==> src/rtl/grdes_pkg.sv <==
// Shared types and constants for the GrDes multistart sequencer.
package grdes_pkg;

  localparam int COORD_W = 8;
  localparam int Q_W     = 32;

  typedef logic signed [COORD_W-1:0] coord_t;
  typedef logic signed [Q_W-1:0]     qval_t;

  localparam qval_t Q_MAX = 32'sh7FFF_FFFF;

  typedef enum logic [2:0] {
    ST_IDLE      = 3'd0,
    ST_ARM       = 3'd1,
    ST_WAIT_DONE = 3'd2,
    ST_CAPTURE   = 3'd3,
    ST_CLEAR     = 3'd4,
    ST_WAIT_LOW  = 3'd5,
    ST_FINISH    = 3'd6
  } state_e;

endpackage

==> src/rtl/grdes_min_tracker.sv <==
// Holds the best (lowest z) result of a sweep; strict signed compare so ties keep the earlier run.
module grdes_min_tracker
  import grdes_pkg::*;
#(
  parameter int IDX_W = 6
) (
  input  logic             clk,
  input  logic             rst,
  input  logic             clear,
  input  logic             capture,
  input  qval_t            z,
  input  coord_t           a,
  input  coord_t           b,
  input  coord_t           c,
  input  coord_t           d,
  input  logic [IDX_W-1:0] index,
  output qval_t            best_z,
  output coord_t           best_a,
  output coord_t           best_b,
  output coord_t           best_c,
  output coord_t           best_d,
  output logic [IDX_W-1:0] best_index,
  output logic             best_valid
);

  logic take;

  assign take = capture && (!best_valid || (z < best_z));

  always_ff @(posedge clk or posedge rst) begin
    if (rst) begin
      best_z     <= Q_MAX;
      best_a     <= '0;
      best_b     <= '0;
      best_c     <= '0;
      best_d     <= '0;
      best_index <= '0;
      best_valid <= 1'b0;
    end else if (clear) begin
      best_z     <= Q_MAX;
      best_a     <= '0;
      best_b     <= '0;
      best_c     <= '0;
      best_d     <= '0;
      best_index <= '0;
      best_valid <= 1'b0;
    end else if (take) begin
      best_z     <= z;
      best_a     <= a;
      best_b     <= b;
      best_c     <= c;
      best_d     <= d;
      best_index <= index;
      best_valid <= 1'b1;
    end
  end

endmodule

==> src/rtl/grdes_multistart_ctrl.sv <==
// Sweeps NUM_STARTS seeds through the GrDes core, one run per seed, and tracks the global minimum.
module grdes_multistart_ctrl
  import grdes_pkg::*;
#(
  parameter int                  NUM_STARTS     = 49,
  parameter logic signed [7:0]   START_VALUE    = 8'sh00,
  parameter logic signed [7:0]   INCREMENT      = 8'sh01,
  parameter int                  TIMEOUT_CYCLES = 4096,
  parameter int                  CLEAR_CYCLES   = 2,
  localparam int                 IDX_W          = (NUM_STARTS > 0) ? $clog2(NUM_STARTS + 1) : 1
) (
  input  logic             clk,
  input  logic             rst,
  input  logic             sweep_start,
  output coord_t           core_a_init,
  output coord_t           core_b_init,
  output coord_t           core_c_init,
  output coord_t           core_d_init,
  output logic             core_start,
  output logic             core_rst_n,
  input  logic             core_done,
  input  qval_t            core_z_min,
  input  coord_t           core_a_min,
  input  coord_t           core_b_min,
  input  coord_t           core_c_min,
  input  coord_t           core_d_min,
  output qval_t            best_z,
  output coord_t           best_a,
  output coord_t           best_b,
  output coord_t           best_c,
  output coord_t           best_d,
  output logic [IDX_W-1:0] best_index,
  output logic             best_valid,
  output logic             timeout_err,
  output logic             sweep_busy,
  output logic             sweep_done,
  output state_e           fsm_state
);

  localparam int TMAX = (TIMEOUT_CYCLES > CLEAR_CYCLES) ? TIMEOUT_CYCLES : CLEAR_CYCLES;
  localparam int TW   = $clog2(TMAX + 1);

  state_e           state;
  state_e           next;
  logic [TW-1:0]    timer;
  logic [IDX_W-1:0] run;
  coord_t           seed;
  logic             timer_expired;
  logic             clear_expired;
  logic             run_last;
  logic             sweep_go;
  logic             capture;

  assign timer_expired = (timer == TW'(TIMEOUT_CYCLES - 1));
  assign clear_expired = (timer == TW'(CLEAR_CYCLES - 1));
  assign run_last      = (32'(run) == NUM_STARTS - 1);
  assign sweep_go      = (state == ST_IDLE) && sweep_start;

  always_ff @(posedge clk or posedge rst) begin
    if (rst) state <= ST_IDLE;
    else     state <= next;
  end

  always_comb begin
    next = state;
    unique case (state)
      ST_IDLE:      if (sweep_start) next = (NUM_STARTS == 0) ? ST_FINISH : ST_ARM;
      ST_ARM:       next = ST_WAIT_DONE;
      ST_WAIT_DONE: begin
        // done wins over a timeout landing on the same cycle
        if (core_done)          next = ST_CAPTURE;
        else if (timer_expired) next = ST_CLEAR;
      end
      ST_CAPTURE:   next = ST_CLEAR;
      ST_CLEAR:     if (clear_expired) next = ST_WAIT_LOW;
      ST_WAIT_LOW:  if (!core_done) next = run_last ? ST_FINISH : ST_ARM;
      ST_FINISH:    next = ST_IDLE;
      default:      next = ST_IDLE;
    endcase
  end

  // Core handshake: core_start is a level held from ARM through CAPTURE; core_done is only
  // honoured in WAIT_DONE, and must drop (core held in clear) before the next run is armed.
  always_comb begin
    core_start = 1'b0;
    core_rst_n = 1'b0;
    sweep_busy = 1'b1;
    sweep_done = 1'b0;
    capture    = 1'b0;
    unique case (state)
      ST_IDLE:      sweep_busy = 1'b0;
      ST_ARM,
      ST_WAIT_DONE: begin
        core_start = 1'b1;
        core_rst_n = 1'b1;
      end
      ST_CAPTURE:   begin
        core_start = 1'b1;
        core_rst_n = 1'b1;
        capture    = 1'b1;
      end
      ST_FINISH:    sweep_done = 1'b1;
      default:      ;
    endcase
  end

  always_ff @(posedge clk or posedge rst) begin
    if (rst) begin
      timer       <= '0;
      run         <= '0;
      seed        <= START_VALUE;
      timeout_err <= 1'b0;
    end else begin
      if (state != next)
        timer <= '0;
      else if (state == ST_WAIT_DONE || state == ST_CLEAR)
        timer <= timer + TW'(1);

      if (sweep_go) begin
        run         <= '0;
        seed        <= START_VALUE;
        timeout_err <= 1'b0;
      end else if (state == ST_WAIT_DONE && !core_done && timer_expired) begin
        timeout_err <= 1'b1;
      end else if (state == ST_WAIT_LOW && !core_done) begin
        run  <= run + IDX_W'(1);
        seed <= seed + INCREMENT;
      end
    end
  end

  assign core_a_init = seed;
  assign core_b_init = seed;
  assign core_c_init = seed;
  assign core_d_init = seed;
  assign fsm_state   = state;

  grdes_min_tracker #(.IDX_W(IDX_W)) u_tracker (
    .clk        (clk),
    .rst        (rst),
    .clear      (sweep_go),
    .capture    (capture),
    .z          (core_z_min),
    .a          (core_a_min),
    .b          (core_b_min),
    .c          (core_c_min),
    .d          (core_d_min),
    .index      (run),
    .best_z     (best_z),
    .best_a     (best_a),
    .best_b     (best_b),
    .best_c     (best_c),
    .best_d     (best_d),
    .best_index (best_index),
    .best_valid (best_valid)
  );

endmodule

==> config.mk <==
export PLATFORM = sky130hd
export DESIGN_NAME = grdes_multistart_ctrl
export DESIGN_NICKNAME = d
export VERILOG_FILES = /design/src/rtl/grdes_pkg.sv /design/src/rtl/grdes_min_tracker.sv /design/src/rtl/grdes_multistart_ctrl.sv
export SDC_FILE = /design/constraint.sdc
export NUM_CORES = 1
export LEC_CHECK = 0
export CAP_MARGIN = 5
export CORE_ASPECT_RATIO = 1.25
export CORE_MARGIN = 4
export CORE_UTILIZATION = 45
export DETAILED_ROUTE_END_ITERATION = 7
export GPL_TIMING_DRIVEN = 0
export MAX_ROUTING_LAYER = met4
export PLACE_DENSITY = 0.85
export SYNTH_ARGS = -nofsm -noshare
export SYNTH_HDL_FRONTEND = slang
export SYNTH_SLANG_ARGS = --single-unit
==> constraint.sdc <==
create_clock -name clk -period 3.5 [get_ports clk]
set_clock_uncertainty 0.1 [all_clocks]
set_input_delay 0.35 -clock clk [delete_from_list [all_inputs] [get_ports clk]]
set_output_delay 0.35 -clock clk [all_outputs]
set_load 0.01 [all_outputs]
==> results.cfg, run 1 <==
[synth]
avgSynthCellArea_um2 = 11.32
synth.net_count = 646
yosys.area.top_type = dfrtp_1
synth_common_cells = dfrtp_1 (71), mux2_4 (67), nor2_1 (45)
synthFlopType = dfrtp_1
synth-edff-count = 0
ys_ff_latch = 102
synth.cell_area_um2 = 6135
yosysUniqueCellTypes = 50
async_reset_ff_share_pct = 100.0
synth_top_area_share_pct = 28.96
synthTopCellsByArea = dfrtp_1 (29%), mux2_4 (16%), dfstp_2 (13%)
yosysWarnings = 0
synthCells = 542
yosysMostFrequentCell = dfrtp_1
synth_seq_area_share_pct = 42.24

[worst_setup_path]
cp_slowest_cell = a311oi_4
r2r_setup_slack_ns = 0.34
crit_family = compound AO/OA/AOI/OAI gates
worstPathRequired_ns = 3.63
worstPathArrival_ns = 3.29
timing.rr.start = u_tracker.best_z[14]$_DFFE_PP1P_
crit_type = reg2reg
reg2regPathDepth = 9
r2r_end = u_tracker.best_a[0]$_DFFE_PP0P_
crit_buf_inv = 2
path_max_fanout = 10
cp-start-kind = flip-flop
critPathCaptureType = flip-flop
path_cells = inv_1 > ha_1 > and4_1 > nand2_2 > a2111oi_2 > o41ai_2 > a311oi_4 > buf_6 > mux2_4
cp_slowest_stage_delay_ns = 0.64

[global_route]
grt_pass1_vias = 5176
grt_pass1_wl_um = 26070
use_met3_pct = 3.405
grt-busiest-layer = met2
use_met2_pct = 36.58
use_met1_pct = 25.07
antenna_found_initial = 0
grt_usage_pct = 20.96
grt_start_max_net_pins = 59
overflow = 0

[clock_network]
post-cts-setup-buffers = 0
post_cts_resized = 0
clock_path_buffers = 2
insertion_delay_ns = 0.35
cts_made_buffers = 9
cts_sinks = 102
cts_tree = built
h-tree-depth = 3
postCtsHoldBufs = 0
path_clk_slew_ns = 0.08
cts_root_buf = clkbuf_16

[final_layout]
multi_input_area_um2 = 3027
final_cell_count_no_fill = 908
fillers = 1045
postLayoutCoreUtil_pct = 63.57
final-seq-area_um2 = 2591
syn2layout_area_growth_pct = 37.71
drive_gt1_share_pct = 21.98
num_antenna_cells = 0
layout.nets = 836

[placed_design]
dp_hpwl_um = 12000
preCtsSetupSlack_ns = 0.08711
dp.cells = 892
place_congestion = 0.9206
placement.io_buffers = 178

[run_status]
status = complete, no violations

[floorplanning]
die_w_um = 112.4
core_area_um2 = 13290
row_count = 47
start_util_pct = 46.16
die_area_um2 = 15580
die_h_um = 138.5
io_pins = 179

[timing]
hold_violations = 0
drv_slew = 0
relSlewSlack_pct = 44.49
min_period_ns = 3.159
worst_slew_pin_slew_ns = 0.8251
setup_ws_ns = 0.3406
setup_viol = 0
max_freq_ghz = 0.3165
min_period_over_period_pct = 90.27
rsz0062_at_grt = false

[power]
ir_drop_mv = 0.4860
p_per_area_nw_per_um2 = 686.6
leakage_nw = 4.136

[drt]
initialDrtViolationCount = 224
totalWireLength_um = 15620
wl_per_cell_um = 17.20
dr.pass1.iters = 4
route.detailed.drc = 0
postRouteAntennaNets = 0
vias_per_cell = 5.163
vias = 4688

[worst_hold_path]
hold_path_class = in2async

[run]
cap_viol_max_count = 0
## cells in the final DEF (no fill, tap or decap), types with 6 or more instances in the layout
cell type and n:
buf_4 26, clkbuf_16 9, clkdlybuf4s50_1 178, ha_1 36, buf_6 7, mux2i_1 6, nand2_1 18, nor2_1 45
and2b_1 31, xnor2_1 7, dfstp_2 31, nand4_1 11, dfrtp_1 71, mux2_4 67, xor2_1 17, clkbuf_1 9
a21oi_1 17, inv_1 38, o21ai_0 39, nand3_1 10
## power by group
| group | leakage [nW] | switching [mW] | internal (mW) |
|---|---|---|---|
| combinational | 2.72 | 1.33 | 1.72 |
| clock | 0.133 | 0.486 | 0.498 |
| sequential | 1.28 | 0.202 | 1.57 |
| total | 4.14 | 2.01 | 3.79 |
## how the worst max path moves through the flow
stage | endpoint | cells past startpoint | slack [ns] | startpoint
3_5_place_dp | u_tracker.best_a[0]$_DFFE_PP0P_ | 9 | 0.09 | core_z_min[14]
5_1_grt | u_tracker.best_a[0]$_DFFE_PP0P_ | 9 | 0.17 | u_tracker.best_z[14]$_DFFE_PP1P_
4_1_cts | u_tracker.best_a[0]$_DFFE_PP0P_ | 9 | 0.32 | u_tracker.best_z[14]$_DFFE_PP1P_
6_report | u_tracker.best_a[0]$_DFFE_PP0P_ | 9 | 0.34 | u_tracker.best_z[14]$_DFFE_PP1P_
2_1_floorplan | core_a_init[0]$_DFFE_PP0P_ | 1 | 0.43 | rst
3_3_place_gp | timer[1]$_DFFE_PP0P_ | 2 | -1.11 | rst
## routing by layer
layer,part of all wire (%),up-vias
met4,1.9,0
li1,-,2205
met5,0,-
met2,52,167
met1,42,2297
met3,4.3,19
## cell type report
cell class                 instances  area share (%)
buffer                            49           4.384
clock buffer                       9           2.666
clock inverter                     7          0.7405
inverter                          39           1.762
multi-input combinational        352           35.83
sequential                       102           30.67
tap                              171           2.533
timing repair buffer             179           21.42
## sequential cells by signal, summed over array words and instances (netlist names)
signal,cells
u_tracker.best_d,8
u_tracker.best_index,6
timer,13
u_tracker.best_c,8
u_tracker.best_b,8
core_a_init,8
u_tracker.best_a,8
run,6
u_tracker.best_z,32
fsm_state,3
timeout_err,1
u_tracker.best_valid,1
## through the flow
step | setup TNS (ns) | instance area [um2] | power [mW] | hold WS [ns]
final | 0 | 8448 | 5.800 | 0.3988
after global routing | 0 | 8448 | 6.167 | 0.4584
after CTS | 0 | 8448 | 5.853 | 0.4157
after detailed placement | 0 | 8160 | 4.845 | 0.3977
after global placement | -81.11 | 8130 | 4.711 | 0.3965
after floorplan | 0 | 6135 | 3.687 | 0.3428
## logic make-up (layout without fill, tap and decap cells)
logic type	Yosys count	in the layout	synth area share, %
xor gates and xnor gates	24	24	3.426
buffers and inverters	88	283	8.423
muxes	73	73	17.38
AOI/OAI and AO/OA	72	72	7.526
and+or+nand+nor	147	147	13.66
DFF	102	102	42.24
adders and majority gates	36	36	7.342
(Power assumes the default switching activity.)
==> run 2: changes to the inputs <==
--- a/config.mk
+++ b/config.mk
@@ -8,11 +8,11 @@
 export CAP_MARGIN = 5
 export CORE_ASPECT_RATIO = 1.25
 export CORE_MARGIN = 4
-export CORE_UTILIZATION = 45
+export CORE_UTILIZATION = 44
 export DETAILED_ROUTE_END_ITERATION = 7
 export GPL_TIMING_DRIVEN = 0
 export MAX_ROUTING_LAYER = met4
-export PLACE_DENSITY = 0.85
+export PLACE_DENSITY = 0.86
 export SYNTH_ARGS = -nofsm -noshare
 export SYNTH_HDL_FRONTEND = slang
 export SYNTH_SLANG_ARGS = --single-unit
==> constraint.sdc (replaced) <==
create_clock -name clk -period 2.9 [get_ports clk]
set_clock_uncertainty 0.1 [all_clocks]
set_input_delay 0.29 -clock clk [delete_from_list [all_inputs] [get_ports clk]]
set_output_delay 0.29 -clock clk [all_outputs]
set_load 0.01 [all_outputs]
==> results.cfg, run 2 (synthesized netlist as in run 1, its figures left out) <==
[run_status]
status = finished with violations
failed_checks = setup timing

[placed_design]
dp_hpwl_um = 11370
placement.io_buffers = 178
place_congestion = 0.8617

[final_layout]
drive_gt1_share_pct = 25.99
final_cell_mix = clkdlybuf4s50_1 (178), dfrtp_1 (71), mux2_4 (67), nor2_1 (44), o21ai_0 (39)
syn2layout_area_growth_pct = 46.44
layout.nets = 853
postLayoutCoreUtil_pct = 65.32
regMostFlops = u_tracker.best_z
largest_register_ff_count = 32
num_antenna_cells = 0
layout_commonest_cell = clkdlybuf4s50_1
reg_top3 = u_tracker.best_z: 32 flops, timer: 13 flops

[timing]
setup_viol = 49
rsz0062_at_grt = true
relSlewSlack_pct = 47.13
setup_ws_ns = -0.04019
setup_tns_ns = -1.030
min_period_ns = 2.940
min_period_over_period_pct = 101.4
max_freq_ghz = 0.3401
worst_slew_pin_slew_ns = 0.7857
hold_violations = 0
timing.hold.ws_ns = 0.2682
drv_slew = 0

[drt]
wl_per_cell_um = 17.07
dr.pass1.iters = 4
postRouteAntennaNets = 0
vias = 4778
vias_per_cell = 5.143
route.detailed.drc = 0
initialDrtViolationCount = 209
totalWireLength_um = 15860

[power]
ir_drop_mv = 0.5355
p_per_area_nw_per_um2 = 841.7
leakage_nw = 4.343

[clock_network]
cts_made_buffers = 9
postCtsHoldBufs = 0
cts_root_buf = clkbuf_16
clock_path_buffers = 2
path_clk_slew_ns = 0.08
h-tree-depth = 3
cts_sinks = 102
cts_tree = built
insertion_delay_ns = 0.35

[worst_setup_path]
cp-start-kind = flip-flop
crit_start = u_tracker.best_z[11]$_DFFE_PP1P_
reg2regPathDepth = 11
path_max_fanout = 5
r2r_end = u_tracker.best_index[5]$_DFFE_PP0P_
r2r_setup_slack_ns = -0.04
crit_type = reg2reg
timing.rr.start = u_tracker.best_z[11]$_DFFE_PP1P_
worstPathRequired_ns = 3.03
critPathCaptureType = flip-flop
worstPathArrival_ns = 3.07

[run]
cap_viol_max_count = 0

[floorplanning]
start_util_pct = 44.61
io_pins = 179
die_area_um2 = 15910
row_count = 48
die_h_um = 140.0
core_area_um2 = 13750
die_w_um = 113.6

[global_route]
grt_usage_pct = 19.50
grt_pass1_wl_um = 24570
grt_start_max_net_pins = 41
overflow = 0
antenna_found_initial = 0
grt_pass1_vias = 4946

[worst_hold_path]
hold_path_class = in2async
## run 2: changes by cell type in the layout (fill, tap and decap cells not counted), sizes merged
| cell | before | now |
|---|---|---|
| buf | 39 | 48 |
| clkbuf | 18 | 27 |
| clkinv | 0 | 2 |
| clkinvlp | 3 | 2 |
| inv | 43 | 41 |
## run 2: report_power, final
| group | internal (mW) | leakage, nW | total (mW) | switching, mW |
|---|---|---|---|---|
| clock network | 0.622 | 0.142 | 1.20 | 0.575 |
| logic | 2.48 | 2.92 | 4.22 | 1.75 |
| registers | 1.90 | 1.28 | 2.14 | 0.241 |
| total | 5.00 | 4.34 | 7.56 | 2.56 |
## run 2: per-stage QoR
step | setup WS, ns | instance area, um2 | total power [mW] | cells
finish | -0.04019 | 8984 | 7.561 | 929
floorplan | 0.05937 | 6138 | 4.451 | 542
global route | -0.1200 | 8984 | 8.015 | 929
CTS | -0.05885 | 8504 | 7.071 | 914
detailed placement | -0.5065 | 8179 | 5.819 | 897
global placement | -0.5084 | 8139 | 5.720 | 895
## run 2: worst max path at each step
stage                                     endpoint  slack, ns  cells past startpoint
4_1_cts            u_tracker.best_a[2]$_DFFE_PP0P_      -0.06                     10
2_1_floorplan      u_tracker.best_a[0]$_DFFE_PP0P_       0.06                      9
3_3_place_gp       u_tracker.best_c[5]$_DFFE_PP0P_      -0.51                      9
3_5_place_dp       u_tracker.best_c[7]$_DFFE_PP0P_      -0.51                      9
5_1_grt        u_tracker.best_index[5]$_DFFE_PP0P_      -0.12                     11
6_report       u_tracker.best_index[5]$_DFFE_PP0P_      -0.04                     11
## run 2: worst max-delay path, cell delays in order (launching register included)
cell and delay, ns:
dfstp_2 0.55, inv_1 0.08, ha_4 0.28, and4_4 0.22, nand2_4 0.06, a2111oi_4 0.39
o41ai_4 0.15, a311oi_4 0.23, buf_6 0.17, clkbuf_16 0.16, clkbuf_16 0.15, mux2_4 0.29
## run 2: cell type report
type / count / area [um2]
Sequential cell: 102 / 2591
Fill cell: 1025 / 4770
Clock inverter: 6 / 53.80
Tap cell: 175 / 219.0
Timing Repair Buffer: 196 / 2106
Clock buffer: 10 / 239.0
Multi-Input combinational cell: 352 / 3193
Buffer: 49 / 431.7
Inverter: 39 / 150.1
## run 2: timing repair
| item | CTS | global route |
|---|---|---|
| resized for setup | 1 | 37 |
| hold endpoints to repair | 0 | 0 |
| gates cloned | 0 | 8 |
| endpoints found under the setup margin | 70 | 80 |
| setup buffers | 1 | 7 |
| pin swaps | 2 | 12 |
## run 2: layer usage
layer / track usage (%) / vias up / wire length (um)
met5: - / - / 0
met4: 7.722 / 0 / 465
met3: 2.723 / 34 / 770
met2: 31.43 / 179 / 8066
met1: 24.75 / 2310 / 6556
li1: - / 2255 / -
==> run 3: changes to the inputs <==
--- a/config.mk
+++ b/config.mk
@@ -12,7 +12,7 @@
 export DETAILED_ROUTE_END_ITERATION = 7
 export GPL_TIMING_DRIVEN = 0
 export MAX_ROUTING_LAYER = met4
-export PLACE_DENSITY = 0.86
+export PLACE_DENSITY = 0.85
 export SYNTH_ARGS = -nofsm -noshare
 export SYNTH_HDL_FRONTEND = slang
 export SYNTH_SLANG_ARGS = --single-unit
==> results.cfg, run 3 (synthesized netlist as in run 1, its figures left out) <==
[power]
p_per_area_nw_per_um2 = 832.5
leakage_nw = 4.236
ir_drop_mv = 0.5516

[global_route]
antenna_found_initial = 0
grt_pass1_vias = 5436
grt_usage_pct = 21.05
overflow = 0
grt_start_max_net_pins = 43
grt_pass1_wl_um = 26430

[final_layout]
final_cell_mix = clkdlybuf4s50_1 (178), dfrtp_1 (71), mux2_4 (67), nor2_1 (44), o21ai_0 (39)
layout.nets = 848
multi_input_area_um2 = 3213
largest_register_ff_count = 32
num_antenna_cells = 0
final_area_um2 = 8806
syn2layout_area_growth_pct = 43.54
final_cell_count_no_fill = 924
final-seq-area_um2 = 2591
regMostFlops = u_tracker.best_z
fillers = 1069
drive_gt1_share_pct = 26.03
layout_commonest_cell = clkdlybuf4s50_1
reg_top3 = u_tracker.best_z: 32 flops, timer: 13 flops

[worst_setup_path]
path_max_fanout = 7
crit_path_frequent_cell = buf_12
cp-start-kind = flip-flop
worstPathArrival_ns = 3.09
critPathCaptureType = flip-flop
cp_slowest_cell = dfstp_2
crit_type = reg2reg
path_cells = inv_2 > ha_4 > and4_4 > nand2_4 > a2111oi_4 > o41ai_4 > a311oi_4 > buf_12 > buf_12 > buf_8 > mux2_4
cp_slowest_stage_delay_ns = 0.55
worstPathRequired_ns = 3.04

[timing]
relSlewSlack_pct = 48.12
hold_violations = 0
max_freq_ghz = 0.3395
min_period_ns = 2.945
setup_viol = 35
rsz0062_at_grt = true
drv_slew = 0
worst_slew_pin_slew_ns = 0.7711
setup_ws_ns = -0.04525
min_period_over_period_pct = 101.6
timing.hold.ws_ns = 0.2136

[drt]
dr.pass1.iters = 4
wl_per_cell_um = 17.52
totalWireLength_um = 16190
route.detailed.drc = 0
postRouteAntennaNets = 0
initialDrtViolationCount = 213
vias = 4789
vias_per_cell = 5.183

[clock_network]
h-tree-depth = 3
cts_root_buf = clkbuf_16
cts_made_buffers = 9
path_clk_slew_ns = 0.08
clock_path_buffers = 2
cts_tree = built
insertion_delay_ns = 0.35
cts_sinks = 102
postCtsHoldBufs = 0

[run]
cap_viol_max_count = 0

[placed_design]
place_congestion = 0.9136
placement.io_buffers = 178
dp_hpwl_um = 12090
dp.cells = 897
place_area_um2 = 8179

[floorplanning]
core_area_um2 = 13750
die_w_um = 113.6
io_pins = 179
die_area_um2 = 15910
row_count = 48
start_util_pct = 44.61
die_h_um = 140.0

[run_status]
failed_checks = setup timing
status = finished with violations

[worst_hold_path]
hold_path_class = in2async
run 3: repair_timing:
item                       in CTS  in global routing
resized for setup              14                 18
buffers inserted               10                  2
setup endpoints to repair      70                 81
pin swaps                       1                 13
run 3: path summary, 6_finish.rpt:
check | startpoint | end | slack (ns) | depth (start not counted)
min in group clk | core_z_min[0] | u_tracker.best_z[0]$_DFFE_PP1P_ | 0.39 | 3
max in group asynchronous | rst | u_tracker.best_z[3]$_DFFE_PP1P_ | 1.60 | 4
max reg2reg | u_tracker.best_z[14]$_DFFE_PP1P_ | u_tracker.best_a[7]$_DFFE_PP0P_ | -0.05 | 11
max | u_tracker.best_z[14]$_DFFE_PP1P_ | u_tracker.best_a[7]$_DFFE_PP0P_ | -0.05 | 11
min reg2reg | timeout_err$_DFFE_PP0P_ | timeout_err$_DFFE_PP0P_ | 0.43 | 2
min | rst | u_tracker.best_b[2]$_DFFE_PP0P_ | 0.21 | 2
run 3: metal layers:
layer / track usage [%] / part of all wire, % / vias up
met1: 24.71 / 40 / 2365
met2: 36.24 / 52 / 162
met3: 3.025 / 4.7 / 32
met5: - / 0 / -
li1: - / - / 2230
met4: 8.038 / 2.6 / 0
run 3: power by group:
part	switching, mW	total (mW)	internal, mW
Clock	0.582	1.20	0.620
Sequential	0.268	2.17	1.90
Combinational	1.69	3.96	2.28
run 3: critical path: cells and delay by family, from the launching register on:
family | cells | cell delay [ns]
mux | 1 | 0.29
flops | 1 | 0.55
compound gates | 3 | 0.86
simple gates | 2 | 0.31
buf+inv | 4 | 0.46
fa+ha+maj | 1 | 0.26
run 3: area by class of cell:
| type | count | share of cell area, % |
|---|---|---|
| multi-input cells | 352 | 36.49 |
| flip-flops and latches | 102 | 29.43 |
| repair buffers | 192 | 22.22 |
| plain buffers | 48 | 4.362 |
| clock buffers | 10 | 2.714 |
| well taps | 175 | 2.487 |
| inverters | 39 | 1.705 |
| clock inverters | 6 | 0.5968 |
run 3: stage by stage:
| stage | setup TNS [ns] | utilization (%) | total power [mW] | setup slack, ns |
|---|---|---|---|---|
| 3_5_place_dp | -34.02 | 59.47 | 5.849 | -0.5184 |
| 2_1_floorplan | 0 | - | 4.451 | 0.05937 |
| 5_1_grt | -5.189 | 64.03 | 7.769 | -0.1184 |
| 3_3_place_gp | -32.76 | 59.18 | 5.694 | -0.5011 |
| 6_report | -0.7169 | 64.03 | 7.331 | -0.04525 |
| 4_1_cts | -0.7780 | 63.04 | 7.278 | -0.04593 |
